$ cat config.mk
export PLATFORM = sky130hd
export DESIGN_NAME = keypad_scan_decoder
export DESIGN_NICKNAME = d
export VERILOG_FILES = /design/src/rtl/keypad_scan_decoder_pkg.sv /design/src/rtl/keypad_scan_decoder_sync_2ff.sv /design/src/rtl/keypad_scan_decoder.sv
export SDC_FILE = /design/constraint.sdc
export NUM_CORES = 1
export LEC_CHECK = 0
export ABC_CLOCK_PERIOD_IN_PS = 2700
export CAP_MARGIN = 20
export CORE_MARGIN = 3
export CORE_UTILIZATION = 35
export CTS_BUF_LIST = sky130_fd_sc_hd__clkbuf_4 sky130_fd_sc_hd__clkbuf_8
export CTS_CLUSTER_DIAMETER = 30
export DETAILED_ROUTE_END_ITERATION = 8
export HOLD_SLACK_MARGIN = 0.02
export SLEW_MARGIN = 20
export SYNTH_ARGS = -nofsm -noshare
export SYNTH_HDL_FRONTEND = slang
export SYNTH_SLANG_ARGS = --single-unit
export TNS_END_PERCENT = 50
$ cat constraint.sdc
create_clock -name clk -period 2.7 [get_ports clk]
set_input_delay 0.405 -clock clk [delete_from_list [all_inputs] [get_ports clk]]
set_output_delay 0.405 -clock clk [all_outputs]
set_load 0.1 [all_outputs]
$ cat src/rtl/keypad_scan_decoder_pkg.sv
// Shared definitions for the 4x4 keypad scanner: state codes, idle column
// pattern and key-index packing used by the game FSM.
package kb_pkg;

    localparam logic [2:0] KB_ST_IDLE     = 3'd0;
    localparam logic [2:0] KB_ST_DRIVE    = 3'd1;
    localparam logic [2:0] KB_ST_SAMPLE   = 3'd2;
    localparam logic [2:0] KB_ST_DEBOUNCE = 3'd3;
    localparam logic [2:0] KB_ST_PRESSED  = 3'd4;
    localparam logic [2:0] KB_ST_RELEASE  = 3'd5;

    typedef enum logic [2:0] {
        ST_IDLE     = KB_ST_IDLE,
        ST_DRIVE    = KB_ST_DRIVE,
        ST_SAMPLE   = KB_ST_SAMPLE,
        ST_DEBOUNCE = KB_ST_DEBOUNCE,
        ST_PRESSED  = KB_ST_PRESSED,
        ST_RELEASE  = KB_ST_RELEASE
    } kb_state_t;

    localparam logic [3:0] KB_COLS_IDLE = 4'b1111;

    // Index bit 3 selects x (rows 2-3) vs y (rows 0-1) downstream.
    localparam int KB_X_FLAG_BIT = 3;

    function automatic logic [3:0] kb_pack_index(input logic [1:0] row,
                                                 input logic [1:0] col);
        logic [3:0] idx;
        idx = 4'd0;
        idx[KB_X_FLAG_BIT -: 2] = row;
        idx[1:0] = col;
        return idx;
    endfunction

    function automatic logic [3:0] kb_col_drive(input logic [1:0] col);
        return ~(4'b0001 << col);
    endfunction

endpackage

$ cat src/rtl/keypad_scan_decoder_sync_2ff.sv
// Two-flop synchronizer for asynchronous level inputs.
module sync_2ff #(
    parameter int               WIDTH     = 4,
    parameter logic [WIDTH-1:0] RESET_VAL = '1
) (
    input  logic             clk,
    input  logic             rst,
    input  logic [WIDTH-1:0] d,
    output logic [WIDTH-1:0] q
);

    logic [WIDTH-1:0] meta;

    always_ff @(posedge clk) begin
        if (rst) begin
            meta <= RESET_VAL;
            q    <= RESET_VAL;
        end else begin
            meta <= d;
            q    <= meta;
        end
    end

endmodule

$ cat src/rtl/keypad_scan_decoder.sv
// 4x4 matrix keypad scanner: drives columns, debounces rows, and hands one
// key index per physical press to the game FSM over valid/ready.
//
// state    | meaning
// IDLE     | scanner disabled, no column driven
// DRIVE    | column col_idx driven, one tick of settle time
// SAMPLE   | rows checked on tick; hit starts debounce, miss advances column
// DEBOUNCE | counting ticks with cand_row held low
// PRESSED  | key_valid high, waiting for key_ready
// RELEASE  | waiting for all rows high for DEBOUNCE_TICKS ticks
module keypad_scan_decoder
    import kb_pkg::*;
#(
    parameter int DEBOUNCE_TICKS = 4,
    parameter int CNT_W          = 4
) (
    input  logic       clk,
    input  logic       rst,
    input  logic       scan_tick,
    input  logic       en,
    input  logic [3:0] keyboard_row,
    output logic [3:0] keyboard_col,
    output logic [3:0] pressed_index,
    output logic       key_valid,
    input  logic       key_ready
);

    localparam logic [CNT_W-1:0] DB_TC = CNT_W'(DEBOUNCE_TICKS);

    kb_state_t        state;
    logic [1:0]       col_idx;
    logic [1:0]       cand_row;
    logic [CNT_W-1:0] cnt;
    logic [CNT_W-1:0] rcnt;
    logic [3:0]       row_s;
    logic [1:0]       hit_row;
    logic [1:0]       col_next;
    logic [CNT_W-1:0] cnt_inc;
    logic [CNT_W-1:0] rcnt_inc;
    logic             any_low;
    logic             cand_low;

    sync_2ff #(
        .WIDTH     (4),
        .RESET_VAL (4'b1111)
    ) u_row_sync (
        .clk (clk),
        .rst (rst),
        .d   (keyboard_row),
        .q   (row_s)
    );

    // Lowest-numbered low row wins when several rows are pulled down.
    always_comb begin
        hit_row = 2'd3;
        if (!row_s[0])
            hit_row = 2'd0;
        else if (!row_s[1])
            hit_row = 2'd1;
        else if (!row_s[2])
            hit_row = 2'd2;
    end

    assign any_low  = ~&row_s;
    assign cand_low = ~row_s[cand_row];
    assign col_next = col_idx + 2'd1;
    assign cnt_inc  = cnt + CNT_W'(1);
    assign rcnt_inc = rcnt + CNT_W'(1);

    always_ff @(posedge clk) begin
        if (rst || !en) begin
            state         <= ST_IDLE;
            keyboard_col  <= KB_COLS_IDLE;
            key_valid     <= 1'b0;
            pressed_index <= 4'd0;
            col_idx       <= 2'd0;
            cand_row      <= 2'd0;
            cnt           <= '0;
            rcnt          <= '0;
        end else begin
            case (state)
                ST_IDLE: begin
                    col_idx      <= 2'd0;
                    keyboard_col <= kb_col_drive(2'd0);
                    state        <= ST_DRIVE;
                end
                ST_DRIVE: begin
                    if (scan_tick)
                        state <= ST_SAMPLE;
                end
                ST_SAMPLE: begin
                    if (scan_tick) begin
                        if (!any_low) begin
                            col_idx      <= col_next;
                            keyboard_col <= kb_col_drive(col_next);
                            state        <= ST_DRIVE;
                        end else begin
                            cand_row <= hit_row;
                            if (DB_TC == CNT_W'(1)) begin
                                pressed_index <= kb_pack_index(hit_row, col_idx);
                                key_valid     <= 1'b1;
                                cnt           <= '0;
                                state         <= ST_PRESSED;
                            end else begin
                                cnt   <= CNT_W'(1);
                                state <= ST_DEBOUNCE;
                            end
                        end
                    end
                end
                ST_DEBOUNCE: begin
                    if (scan_tick) begin
                        if (cand_low) begin
                            if (cnt_inc == DB_TC) begin
                                pressed_index <= kb_pack_index(cand_row, col_idx);
                                key_valid     <= 1'b1;
                                cnt           <= '0;
                                state         <= ST_PRESSED;
                            end else begin
                                cnt <= cnt_inc;
                            end
                        end else begin
                            cnt          <= '0;
                            col_idx      <= col_next;
                            keyboard_col <= kb_col_drive(col_next);
                            state        <= ST_DRIVE;
                        end
                    end
                end
                ST_PRESSED: begin
                    if (key_ready) begin
                        key_valid <= 1'b0;
                        rcnt      <= '0;
                        state     <= ST_RELEASE;
                    end
                end
                ST_RELEASE: begin
                    // Column stays driven so a held key keeps rcnt at zero.
                    if (scan_tick) begin
                        if (any_low) begin
                            rcnt <= '0;
                        end else if (rcnt_inc == DB_TC) begin
                            rcnt         <= '0;
                            col_idx      <= col_next;
                            keyboard_col <= kb_col_drive(col_next);
                            state        <= ST_DRIVE;
                        end else begin
                            rcnt <= rcnt_inc;
                        end
                    end
                end
                default: begin
                    state        <= ST_IDLE;
                    keyboard_col <= KB_COLS_IDLE;
                    key_valid    <= 1'b0;
                end
            endcase
        end
    end

endmodule

* Yosys cells after proc, flatten, opt, wreduce, memory -nomap -nowiden
Cells that the tools add are included.
** Word-level totals
- Flip-flop bits (word level) :: 32
- Bits in latches :: 0
- Memory bits (writable) :: 0
- Memory bits (read-only) :: 0
- Bits of input ports :: 9
- Output and inout port bits :: 9
- Memories :: 0
** Operators by class
- Add/subtract/negate cells :: 3
- Multiply operators :: 0
- Divide/modulo/power cells :: 0
- Magnitude comparators :: 1
- Equality and inequality tests :: 20
- Shifts and indexed selects :: 1
- Mux-type cells :: 48
- Bitwise operators :: 5
- Reductions and logical operators :: 17
** Operators by type and width (count)
- 4-bit 2-to-1 mux :: 16
- 3-bit 2-to-1 mux :: 9
- 2-bit inequality test, second input constant :: 12
- 8-bit AND reduction :: 3
- 2-bit 2-to-1 mux :: 10
- 4-bit one-hot mux with 5 select lines :: 1
- 3-bit one-hot mux with 6 select lines :: 1
- 4-bit one-hot mux with 2 select lines :: 2
- 4-bit AND reduction :: 3
- 4-bit by 1-bit adder with 4-bit output, second input constant :: 2
- 4-bit by 3-bit equality test with 1-bit output, second input constant :: 2
- 2-bit one-hot mux with 4 select lines :: 1
- 3-bit by 2-bit equality test with 1-bit output, second input constant :: 2
- 3-bit equality test, second input constant :: 2
- 1-bit 2-to-1 mux :: 6
- 3-bit AND reduction :: 2
- 5-bit AND reduction :: 1
- 1-bit inverter :: 4
- 4-bit inverter :: 1
- 2-bit nonzero test :: 2
- 4-bit nonzero test :: 1
- 4-bit OR reduction :: 1
- 1-bit by 2-bit << shifter with 4-bit output, first input constant :: 1
- 3-bit by 1-bit equality test with 1-bit output, second input constant :: 1
- 9 further kinds :: 9

* Depth between registers and ports, before layout
Gate-level depths: netlist (run 1).
- Depth in word-level cells :: 7
- Gate-level depth with buffers :: 7
- Gate-level depth less buffers :: 6

* Modules after synthesis
A second synthesis (run 1) with hierarchy kept.
** Unflattened totals
- Cells, all modules :: 191
- Area, all modules :: 1635.3 sq um
** Modules (own cells, without submodules)
- keypad_scan_decoder :: instances 1, cells an instance 175, area an instance 1425.1 sq um, seq. area each 480.5 sq um
- sync_2ff :: instances 1, cells an instance 16, area an instance 210.2 sq um, seq. area each 160.2 sq um

* Worst setup path after synthesis (run 1)
OpenSTA, ideal clock, no wires.
- Path type :: flip-flop to flip-flop
- From :: register cand_row[0]
- To :: register state[2]
- Arrival :: 1.490 ns
- Required time :: 2.584 ns
- Setup slack :: 1.094 ns
- Cell stages (with the launch flop) :: 6
- Clock period less this slack :: 1.606 ns
- Cell sequence :: dfxtp_1 -> mux4_2 -> nand3b_1 -> nor2_1 -> nor3_2 -> o211a_1
** Between the ends
- Cells in the longest elaborated chain, start to end :: 5
** RTL lines
- start: declaration :: line keypad_scan_decoder.sv:32 : logic [1:0] cand_row;
- start signal: assignment :: line keypad_scan_decoder.sv:98 : cand_row <= hit_row;
- 1-bit binary-select mux with 2-bit select * :: line keypad_scan_decoder.sv:65 : assign cand_low = ~row_s[cand_row];
- 1-bit 2-to-1 mux (not written as such) * :: line keypad_scan_decoder.sv:65
- 3-bit 2-to-1 mux :: line keypad_scan_decoder.sv:113 : if (cand_low) begin
- 3-bit 2-to-1 mux :: line keypad_scan_decoder.sv:112 : if (scan_tick) begin
- 3-bit one-hot mux with 6 select lines :: line keypad_scan_decoder.sv:81 : case (state)
- end signal: assignment :: line keypad_scan_decoder.sv:72 : state <= ST_IDLE;
- end signal: assignment :: line keypad_scan_decoder.sv:85 : state <= ST_DRIVE;
- end signal: assignment :: line keypad_scan_decoder.sv:118 : state <= ST_PRESSED;
- end: declaration :: line keypad_scan_decoder.sv:30 : kb_state_t state;
Every way passes the cells marked *; elsewhere a longest branch is shown, timed or not. The select of a mux whose other input is x is not followed.
A chain may end at the register's enable or synchronous reset.

* Final worst setup path (run 1)
- From :: register state[1]
- To :: register cnt[0]
** Between the ends
- Cells in the longest elaborated chain, start to end :: 3
** RTL lines
- start signal: assignment :: line keypad_scan_decoder.sv:72
- start signal: assignment :: line keypad_scan_decoder.sv:85
- start signal: assignment :: line keypad_scan_decoder.sv:89 : state <= ST_SAMPLE;
- 3-bit by 2-bit equality test with 1-bit output :: line keypad_scan_decoder.sv:81
- 2-bit inequality test (no source line) or 2-bit nonzero test (tied branches)
- 4-bit AND reduction (no source line)
- end signal: assignment :: line keypad_scan_decoder.sv:120 : cnt <= cnt_inc;
- end: declaration :: line keypad_scan_decoder.sv:33 : logic [CNT_W-1:0] cnt;
Several ways; a longest one is shown, not always the timed one.

==> results.cfg, run 1 <==
[status]
outcome = completed

[final_layout]
nets = 242
diodes = 0
final_layout_size_suffix_gt1_share_pct = 16.0
area_delta_synth_final_pct = 16.7

[clock_network]
cts_max_level = 2
numCtsBuffers = 5
cts_hold_buf = 0
clockBufferDepth = 2
cts_sinks = 32
cts_resized = 0
post-cts-setup-buffers = 0
cts-root-buf = clkbuf_8
clkTransAtPathRegs_ns = 0.06
tritoncts = done
clkLatencyLatePin_ns = 0.28

[synthesis]
yosysWarnings = 0
synthArstFlopShare_pct = 0
synth_edf_count = 0
netlist_area_um2 = 1760
syn_area_per_cell_um2 = 8.52
ys_seq_elements = 32
ys_seq_area_share_pct = 36.3
syn-num-nets = 224
ys_types = 49
ys.flop_type = dfxtp_1
syn_inst = 207

[placed_design]
dp_hpwl_um = 2560
globalplace.congestion = 0.741
port_buffers = 17
post-place-ws_ns = 0.593

[timing]
fmax_ghz = 0.529
finClkSkew_ns = 0.00646
setup_slack_ns = 0.809
slew_viol_final = 0
fin_tns_setup_ns = 0
tightest_slew_ns = 0.570
hold_viol = 0
finalSetupViolCount = 0
grt_setup_unrepaired = no
final_min_period_over_clock_period_pct = 70.0
period_minus_slack_ns = 1.89
slew-limit-headroom_pct = 61.9

[detailed_routing]
num_vias = 1461
drt_iter0_markers = 57
first_pass_iters = 4
drc = 0
wire_per_inst_um = 11.7
viasPerCell = 5.00
routed_wirelength_um = 3430
ant_nets = 0

[setup_path]
worst_setup_path_start_kind = flip-flop
cp.required_ns = 2.90
critical_path_class = reg2reg
critPathCaptureType = flip-flop
r2r-start = state[1]
cp-startpoint = state[1]
cp_max_fo = 16
cp_data_arrival_time_ns = 2.10

[min_path]
min-delay-start = u_row_sync.meta[1]
worstHoldPathType = reg2reg

[floorplan]
die_width_um = 77.0
initial_core_util_pct = 36.8
core_um2 = 4790
die_y_um = 77.0
num_rows = 25
dieArea_um2 = 5920
ioPinCount = 18

[power_and_ir_drop]
leakage_nw = 0.755
irDropWorstVdd_v = 0.000270
p_per_area_nw_per_um2 = 457

[global_routing]
grt.total_usage_pct = 12.6
grt_first_pass_wirelength_um = 6030
grt-ovfl-total = 0
grt_max_degree = 20
antenna_found_initial = 0
grt_pass1_vias = 1364

[run]
cap_violations = 0
## metal layers
layer | GRT usage (%) | wire [µm] | up-vias
met3 | 4.11 | 122 | 5
met1 | 15.6 | 1670 | 666
li1 | - | - | 771
met4 | 5.69 | 59 | 0
met5 | 0 | 0 | -
met2 | 19.9 | 1570 | 19
## path summary, 6_finish.rpt
kind / end / slack [ns] / depth (start not counted)
hold reg to reg: u_row_sync.q[1] / 0.41 / 1
setup / recovery: cnt[0] / 0.81 / 4
hold / removal: u_row_sync.q[1] / 0.41 / 1
setup reg to reg: cnt[0] / 0.81 / 4
## placed cells by master, fill, tap and decap left out, types with 2 or more instances in the layout
master	n
a22oi_1	2
nand2b_1	6
nand3_1	10
and3_1	3
a21oi_1	19
nand4bb_1	2
inv_1	6
a221o_1	2
nand2_1	17
nand4_1	3
or2_2	8
o21ai_0	7
ha_1	8
clkdlybuf4s50_1	8
and2_1	4
o21bai_1	2
clkbuf_8	5
nand3b_1	5
buf_4	13
nor2_1	16
nor2b_1	6
dfxtp_1	32
mux2i_1	8
or3_1	2
a31oi_1	5
nor3_1	3
## flip-flops by register name, summed over array words and instances, names as in the netlist
| register | count |
|---|---|
| cand_row | 2 |
| cnt | 4 |
| col_idx | 2 |
| key_valid | 1 |
| keyboard_col | 4 |
| pressed_index | 4 |
| rcnt | 4 |
| state | 3 |
| u_row_sync.meta | 4 |
| u_row_sync.q | 4 |
## cell families after synthesis
family	share of synthesized area [%]
simple gates	31.3
xor+xnor	0.497
mux	5.82
buf+inv	3.97
compound gates	16.4
flops	36.3
fa+ha+maj	5.68
## synthesized netlist by cell type (2+ instances only)
library cell,n,area (µm²)
nor2b_1,6,37.5
dfxtp_1,32,641
and3_1,3,18.8
nand4_1,3,18.8
nand2b_1,6,37.5
nand3b_1,5,37.5
buf_2,4,20.0
and2_1,4,25.0
ha_1,8,100
a22oi_1,2,15.0
o21bai_1,2,15.0
nand2_1,17,63.8
inv_1,6,22.5
a221o_1,2,20.0
nor2_1,16,60.1
clkbuf_1,2,7.51
or3_1,2,12.5
o21ai_0,7,35.0
nor3_1,3,15.0
nand3_1,10,50.1
nand4bb_1,2,22.5
a21oi_1,19,95.1
or2_2,8,50.1
mux2i_1,8,80.1
a31oi_1,5,31.3
buf_1,2,7.51
## power breakdown
part	switching, W	internal [W]	leakage [nW]	total (W)
Sequential	0.0000141	0.000482	0.260	0.000496
Clock	0.000162	0.000185	0.0445	0.000347
Combinational	0.0000528	0.0000449	0.450	0.0000977
## worst max-delay path: stages, from the launching register on
cell and delay (ns):
dfxtp_1 0.65, nor2b_1 0.50, o211ai_1 0.30, nor2b_1 0.21, nor3_1 0.16
## layout make-up
cell class | instances | area, µm²
clock buffers | 6 | 76.3
clock inverters | 1 | 5.00
fillers | 499 | 2730
inverters | 6 | 22.5
multi-input cells | 159 | 1050
flip-flops and latches | 32 | 641
well taps | 67 | 83.8
repair buffers | 21 | 178
## through the flow
step	area, µm²	instances	hold slack [ns]	util, %	power (W)
3_3_place_gp	1980	285	0.397	41.3	0.000605
5_1_grt	2060	292	0.415	43.0	0.000989
2_1_floorplan	1760	207	0.389	-	0.000575
4_1_cts	2060	292	0.408	43.0	0.000956
6_report	2060	292	0.407	43.0	0.000941
3_5_place_dp	1980	285	0.394	41.3	0.000604
No activity file was read; power rests on OpenSTA's default activity.
==> run 2: changes to the inputs <==
--- a/config.mk
+++ b/config.mk
@@ -5,7 +5,7 @@
 export SDC_FILE = /design/constraint.sdc
 export NUM_CORES = 1
 export LEC_CHECK = 0
-export ABC_CLOCK_PERIOD_IN_PS = 2700
+export ABC_CLOCK_PERIOD_IN_PS = 1900
 export CAP_MARGIN = 20
 export CORE_MARGIN = 3
 export CORE_UTILIZATION = 35
==> constraint.sdc (replaced) <==
create_clock -name clk -period 1.9 [get_ports clk]
set_input_delay 0.285 -clock clk [delete_from_list [all_inputs] [get_ports clk]]
set_output_delay 0.285 -clock clk [all_outputs]
set_load 0.1 [all_outputs]
==> run 2 against run 1 <==
  * Cell area increased by 6.2%
  * Register-to-register slack got worse by 0.68 ns
  * Critical endpoint is now state[1]
  * Final cell count rose by 4.8%
  * Largest cell class unchanged
  * Die area stayed put
  * Sequential power is 41% higher
  * Critical path type unchanged
  * Largest power group unchanged
  * Utilization up 2.7 points
==> results.cfg, run 2 (synthesis results as in run 1) <==
[status]
outcome = completed

[global_routing]
grt_pass1_vias = 1403
antenna_found_initial = 0
grt_max_degree = 15
grt_first_pass_wirelength_um = 6390
grt.total_usage_pct = 13.3
grt-ovfl-total = 0

[timing]
finalSetupViolCount = 0
slew-limit-headroom_pct = 69.1
finClkSkew_ns = 0.00723
fmax_ghz = 0.566
slew_viol_final = 0
final_min_period_over_clock_period_pct = 93.0
grt_setup_unrepaired = no
fin_tns_setup_ns = 0
period_minus_slack_ns = 1.77
hold_viol = 0
tightest_slew_ns = 0.463

[clock_network]
clkLatencyLatePin_ns = 0.29
tritoncts = done
cts_max_level = 2
cts_hold_buf = 0
numCtsBuffers = 5
cts_sinks = 32
clkTransAtPathRegs_ns = 0.07
clockBufferDepth = 2
cts-root-buf = clkbuf_8

[detailed_routing]
dr_wl_met3_um = 193
num_vias = 1535
dr_wl_met2_um = 1690
routed_wirelength_um = 3680
highest_layer = met4
drt_iter0_markers = 75
first_pass_iters = 4
drc = 0
drt-met1-wl_um = 1760
wire_per_inst_um = 12.0
ant_nets = 0
viasPerCell = 5.02

[placed_design]
globalplace.congestion = 0.791
port_buffers = 17
dp_hpwl_um = 2780
dp_cells = 296

[final_layout]
layout_common_cells = dfxtp_1 (32), buf_4 (26), a21oi_1 (19)
diodes = 0
layout_commonest_cell = dfxtp_1
area_delta_synth_final_pct = 24.0
nets = 255
stdcell_count = 306
final_layout_size_suffix_gt1_share_pct = 20.9

[setup_path]
cp_max_fo = 7
r2r_cells = 6
cp.required_ns = 2.12
r2r_slack_ns = 0.13
critical_path_class = reg2reg
cp-startpoint = cnt[0]
critPathCaptureType = flip-flop
crit_end = state[1]
r2r_end = state[1]
cp_data_arrival_time_ns = 1.98
cp_cell_sequence = ha_1 > nand3b_1 > o31ai_4 > nor2_1 > nor3_2 > mux2i_1
critPathSlowestCell = dfxtp_1
worst_setup_path_start_kind = flip-flop
max_stage_delay_ns = 0.37
r2r-start = cnt[0]

[floorplan]
initial_core_util_pct = 36.8
die_width_um = 77.0
die_y_um = 77.0
core_um2 = 4790
num_rows = 25
ioPinCount = 18
dieArea_um2 = 5920

[min_path]
worstHoldPathType = reg2reg

[power_and_ir_drop]
irDropWorstVdd_v = 0.000415
leakage_nw = 0.834
finalPower_w = 0.00151
p_per_area_nw_per_um2 = 692

[run]
cap_violations = 0
==> run 2: repair_timing <==
action | CTS | global route
resized for setup | 0 | 0
setup buffers | 0 | 2
setup endpoints to repair | 0 | 1
==> run 2: where the power goes <==
| part | total, W | leakage (nW) | internal [W] | switching, W |
|---|---|---|---|---|
| clock network | 0.000653 | 0.0586 | 0.000403 | 0.000250 |
| logic | 0.000159 | 0.515 | 0.0000744 | 0.0000848 |
| registers | 0.000700 | 0.260 | 0.000685 | 0.0000150 |
| total | 0.00151 | 0.834 | 0.00116 | 0.000350 |
==> run 2: layer usage <==
| layer | vias up | GRT usage (%) |
|---|---|---|
| met2 | 40 | 21.1 |
| met5 | - | 0 |
| li1 | 795 | - |
| met1 | 695 | 16.9 |
| met3 | 5 | 4.11 |
| met4 | 0 | 5.16 |
==> run 2: critical path, delay by kind of cell (launching register included) <==
| kind | cells | cell delay (ns) |
|---|---|---|
| simple gates | 3 | 0.52 |
| flops | 1 | 0.37 |
| compound gates | 1 | 0.32 |
| fa+ha+maj | 1 | 0.26 |
| mux | 1 | 0.22 |
==> run 2: cell type report <==
cell class	instances	area, µm²
Inverter	6	22.5
Fill cell	463	2600
Multi-Input combinational cell	159	1050
Tap cell	67	83.8
Clock buffer	6	76.3
Sequential cell	32	641
Clock inverter	2	35.0
Timing Repair Buffer	34	275
==> run 2: worst min-delay path by stage <==
| stage | start | end | slack, ns | cells past startpoint |
|---|---|---|---|---|
| after floorplan | keyboard_row[0] | u_row_sync.meta[0] | 0.39 | 1 |
| after global placement | u_row_sync.meta[0] | u_row_sync.q[0] | 0.40 | 1 |
| after detailed placement | u_row_sync.meta[1] | u_row_sync.q[1] | 0.39 | 1 |
| after CTS | u_row_sync.meta[1] | u_row_sync.q[1] | 0.41 | 1 |
| after global routing | u_row_sync.meta[1] | u_row_sync.q[1] | 0.42 | 1 |
| final | u_row_sync.meta[1] | u_row_sync.q[1] | 0.41 | 1 |
==> run 2: stage by stage <==
step	util (%)	worst slack, ns	hold slack, ns	instance area, µm²
after floorplan	-	0.294	0.389	1760
after global placement	43.0	0.0469	0.395	2060
after detailed placement	43.0	0.0270	0.394	2060
after CTS	45.4	0.107	0.409	2170
after global routing	45.7	0.0103	0.423	2190
final	45.7	0.133	0.409	2190
==> run 3: changes to the inputs <==
--- a/config.mk
+++ b/config.mk
@@ -7,7 +7,7 @@
 export LEC_CHECK = 0
 export ABC_CLOCK_PERIOD_IN_PS = 1900
 export CAP_MARGIN = 20
-export CORE_MARGIN = 3
+export CORE_MARGIN = 1
 export CORE_UTILIZATION = 35
 export CTS_BUF_LIST = sky130_fd_sc_hd__clkbuf_4 sky130_fd_sc_hd__clkbuf_8
 export CTS_CLUSTER_DIAMETER = 30
==> run 3 against run 2 <==
  * Clock skew shrank 0.0011 ns
  * Register-to-register slack about the same
  * Via count decreased by 1.2%
  * Highest routed layer unchanged
  * Combinational power is essentially flat
  * Non-clock buffer count unchanged
  * Maximum frequency fell by 0.83%
  * Global-route usage is 2.1 points higher
  * Setup slack worse by 0.015 ns
  * Die area shrank 10%
  * Clock-buffer cell count decreased by 1
==> results.cfg, run 3 (synthesis results as in run 1) <==
[status]
outcome = completed

[placed_design]
globalplace.congestion = 0.824
port_buffers = 17
dp_hpwl_um = 2640

[clock_network]
clockBufferDepth = 2
cts_sinks = 32
numCtsBuffers = 5
clkLatencyLatePin_ns = 0.28
tritoncts = done
clkTransAtPathRegs_ns = 0.07
cts-root-buf = clkbuf_8
cts_max_level = 2

[final_layout]
layout_common_cells = dfxtp_1 (30), buf_4 (26), a21oi_1 (19)
final_layout_size_suffix_gt1_share_pct = 22.2
layout_commonest_cell = dfxtp_1
nets = 255
area_delta_synth_final_pct = 24.3
diodes = 0

[timing]
final_min_period_over_clock_period_pct = 93.8
fin_tns_setup_ns = 0
period_minus_slack_ns = 1.78
fmax_ghz = 0.561
finClkSkew_ns = 0.00609
grt_setup_unrepaired = no
slew-limit-headroom_pct = 71.5
finalSetupViolCount = 0
slew_viol_final = 0
whs_ns = 0.408
tightest_slew_ns = 0.428
hold_viol = 0

[power_and_ir_drop]
clkPwrFrac_pct = 43.2
pwr-share-comb_pct = 10.4
p_per_area_nw_per_um2 = 688
leakage_nw = 0.828
p_int_w = 0.00114
irDropWorstVdd_v = 0.000386
p_seq_share_pct = 46.4
p_sw_w = 0.000362
swShare_pct = 24.0

[floorplan]
num_rows = 25
die_width_um = 73.0
dieArea_um2 = 5320
initial_core_util_pct = 36.8
core_um2 = 4790
ioPinCount = 18
die_y_um = 73.0

[global_routing]
grt_first_pass_wirelength_um = 6270
grt.total_usage_pct = 15.4
grt_max_degree = 15
grt_pass1_vias = 1413
antenna_found_initial = 0
grt-ovfl-total = 0

[detailed_routing]
num_vias = 1516
viasPerCell = 4.95
first_pass_iters = 4
routed_wirelength_um = 3550
ant_nets = 0
drt_iter0_markers = 37
wire_per_inst_um = 11.6
drc = 0

[setup_path]
r2r-start = cnt[0]
critPathCaptureType = flip-flop
cp_data_arrival_time_ns = 2.00
cp_max_fo = 7
cp.required_ns = 2.12
r2r_slack_ns = 0.12
cp-startpoint = cnt[0]
critical_path_class = reg2reg
worst_setup_path_start_kind = flip-flop

[min_path]
worstHoldPathType = reg2reg
min-delay-start = u_row_sync.meta[0]

[run]
cap_violations = 0
[run 3: changes by cell type in the layout (fill, tap and decap cells not counted), sizes merged]
cell,change
clkinvlp,+1
clkbuf,-1
[run 3: power by group through the flow]
stage	Sequential, W	Clock (W)	Combinational, W
6_report	0.000700	0.000650	0.000156
5_1_grt	0.000702	0.000701	0.000170
4_1_cts	0.000699	0.000662	0.000157
3_5_place_dp	0.000715	0	0.000156
3_3_place_gp	0.000715	0	0.000156
2_1_floorplan	0.000721	0	0.0000959
[run 3: what timing repair did]
action,CTS,global route
endpoints found under the setup margin,0,5
setup buffers,0,2
hold buffers,0,0
gates resized for setup,0,3
[run 3: cell type report]
type | count | area, µm²
Clock inverter | 3 | 42.5
Timing Repair Buffer | 34 | 275
Clock buffer | 5 | 68.8
Inverter | 6 | 22.5
Fill cell | 477 | 2590
Multi-Input combinational cell | 159 | 1050
Tap cell | 67 | 83.8
Sequential cell | 32 | 643
[run 3: routing by layer]
layer	global-route usage [%]	up-vias	share of wire [%]
met2	25.4	19	45
met1	19.2	697	51
met5	0	-	0
met3	4.70	5	2.8
met4	5.23	0	1.2
li1	-	795	-
[run 3: path summary, 6_finish.rpt]
check / cells after the start / to
setup / recovery: 6 / state[1]
hold / removal: 1 / u_row_sync.q[0]
setup reg to reg: 6 / state[1]
hold reg to reg: 1 / u_row_sync.q[0]
[run 3: critical path: stages, from the launching register on]
cell and delay, ns:
dfxtp_2 0.36, ha_2 0.21, nand3b_1 0.20, o31ai_4 0.37
nor2_1 0.10, nor3_2 0.26, mux2i_1 0.21
[run 3: stage by stage]
stage	utilization, %	power [W]	area (µm²)	instances	setup slack [ns]
global route	45.8	0.00157	2190	306	0.0291
global placement	43.0	0.000871	2060	296	0.0302
detailed placement	43.0	0.000871	2060	296	0.0130
CTS	45.4	0.00152	2170	304	0.0345
floorplan	-	0.000817	1760	207	0.294
finish	45.8	0.00151	2190	306	0.119
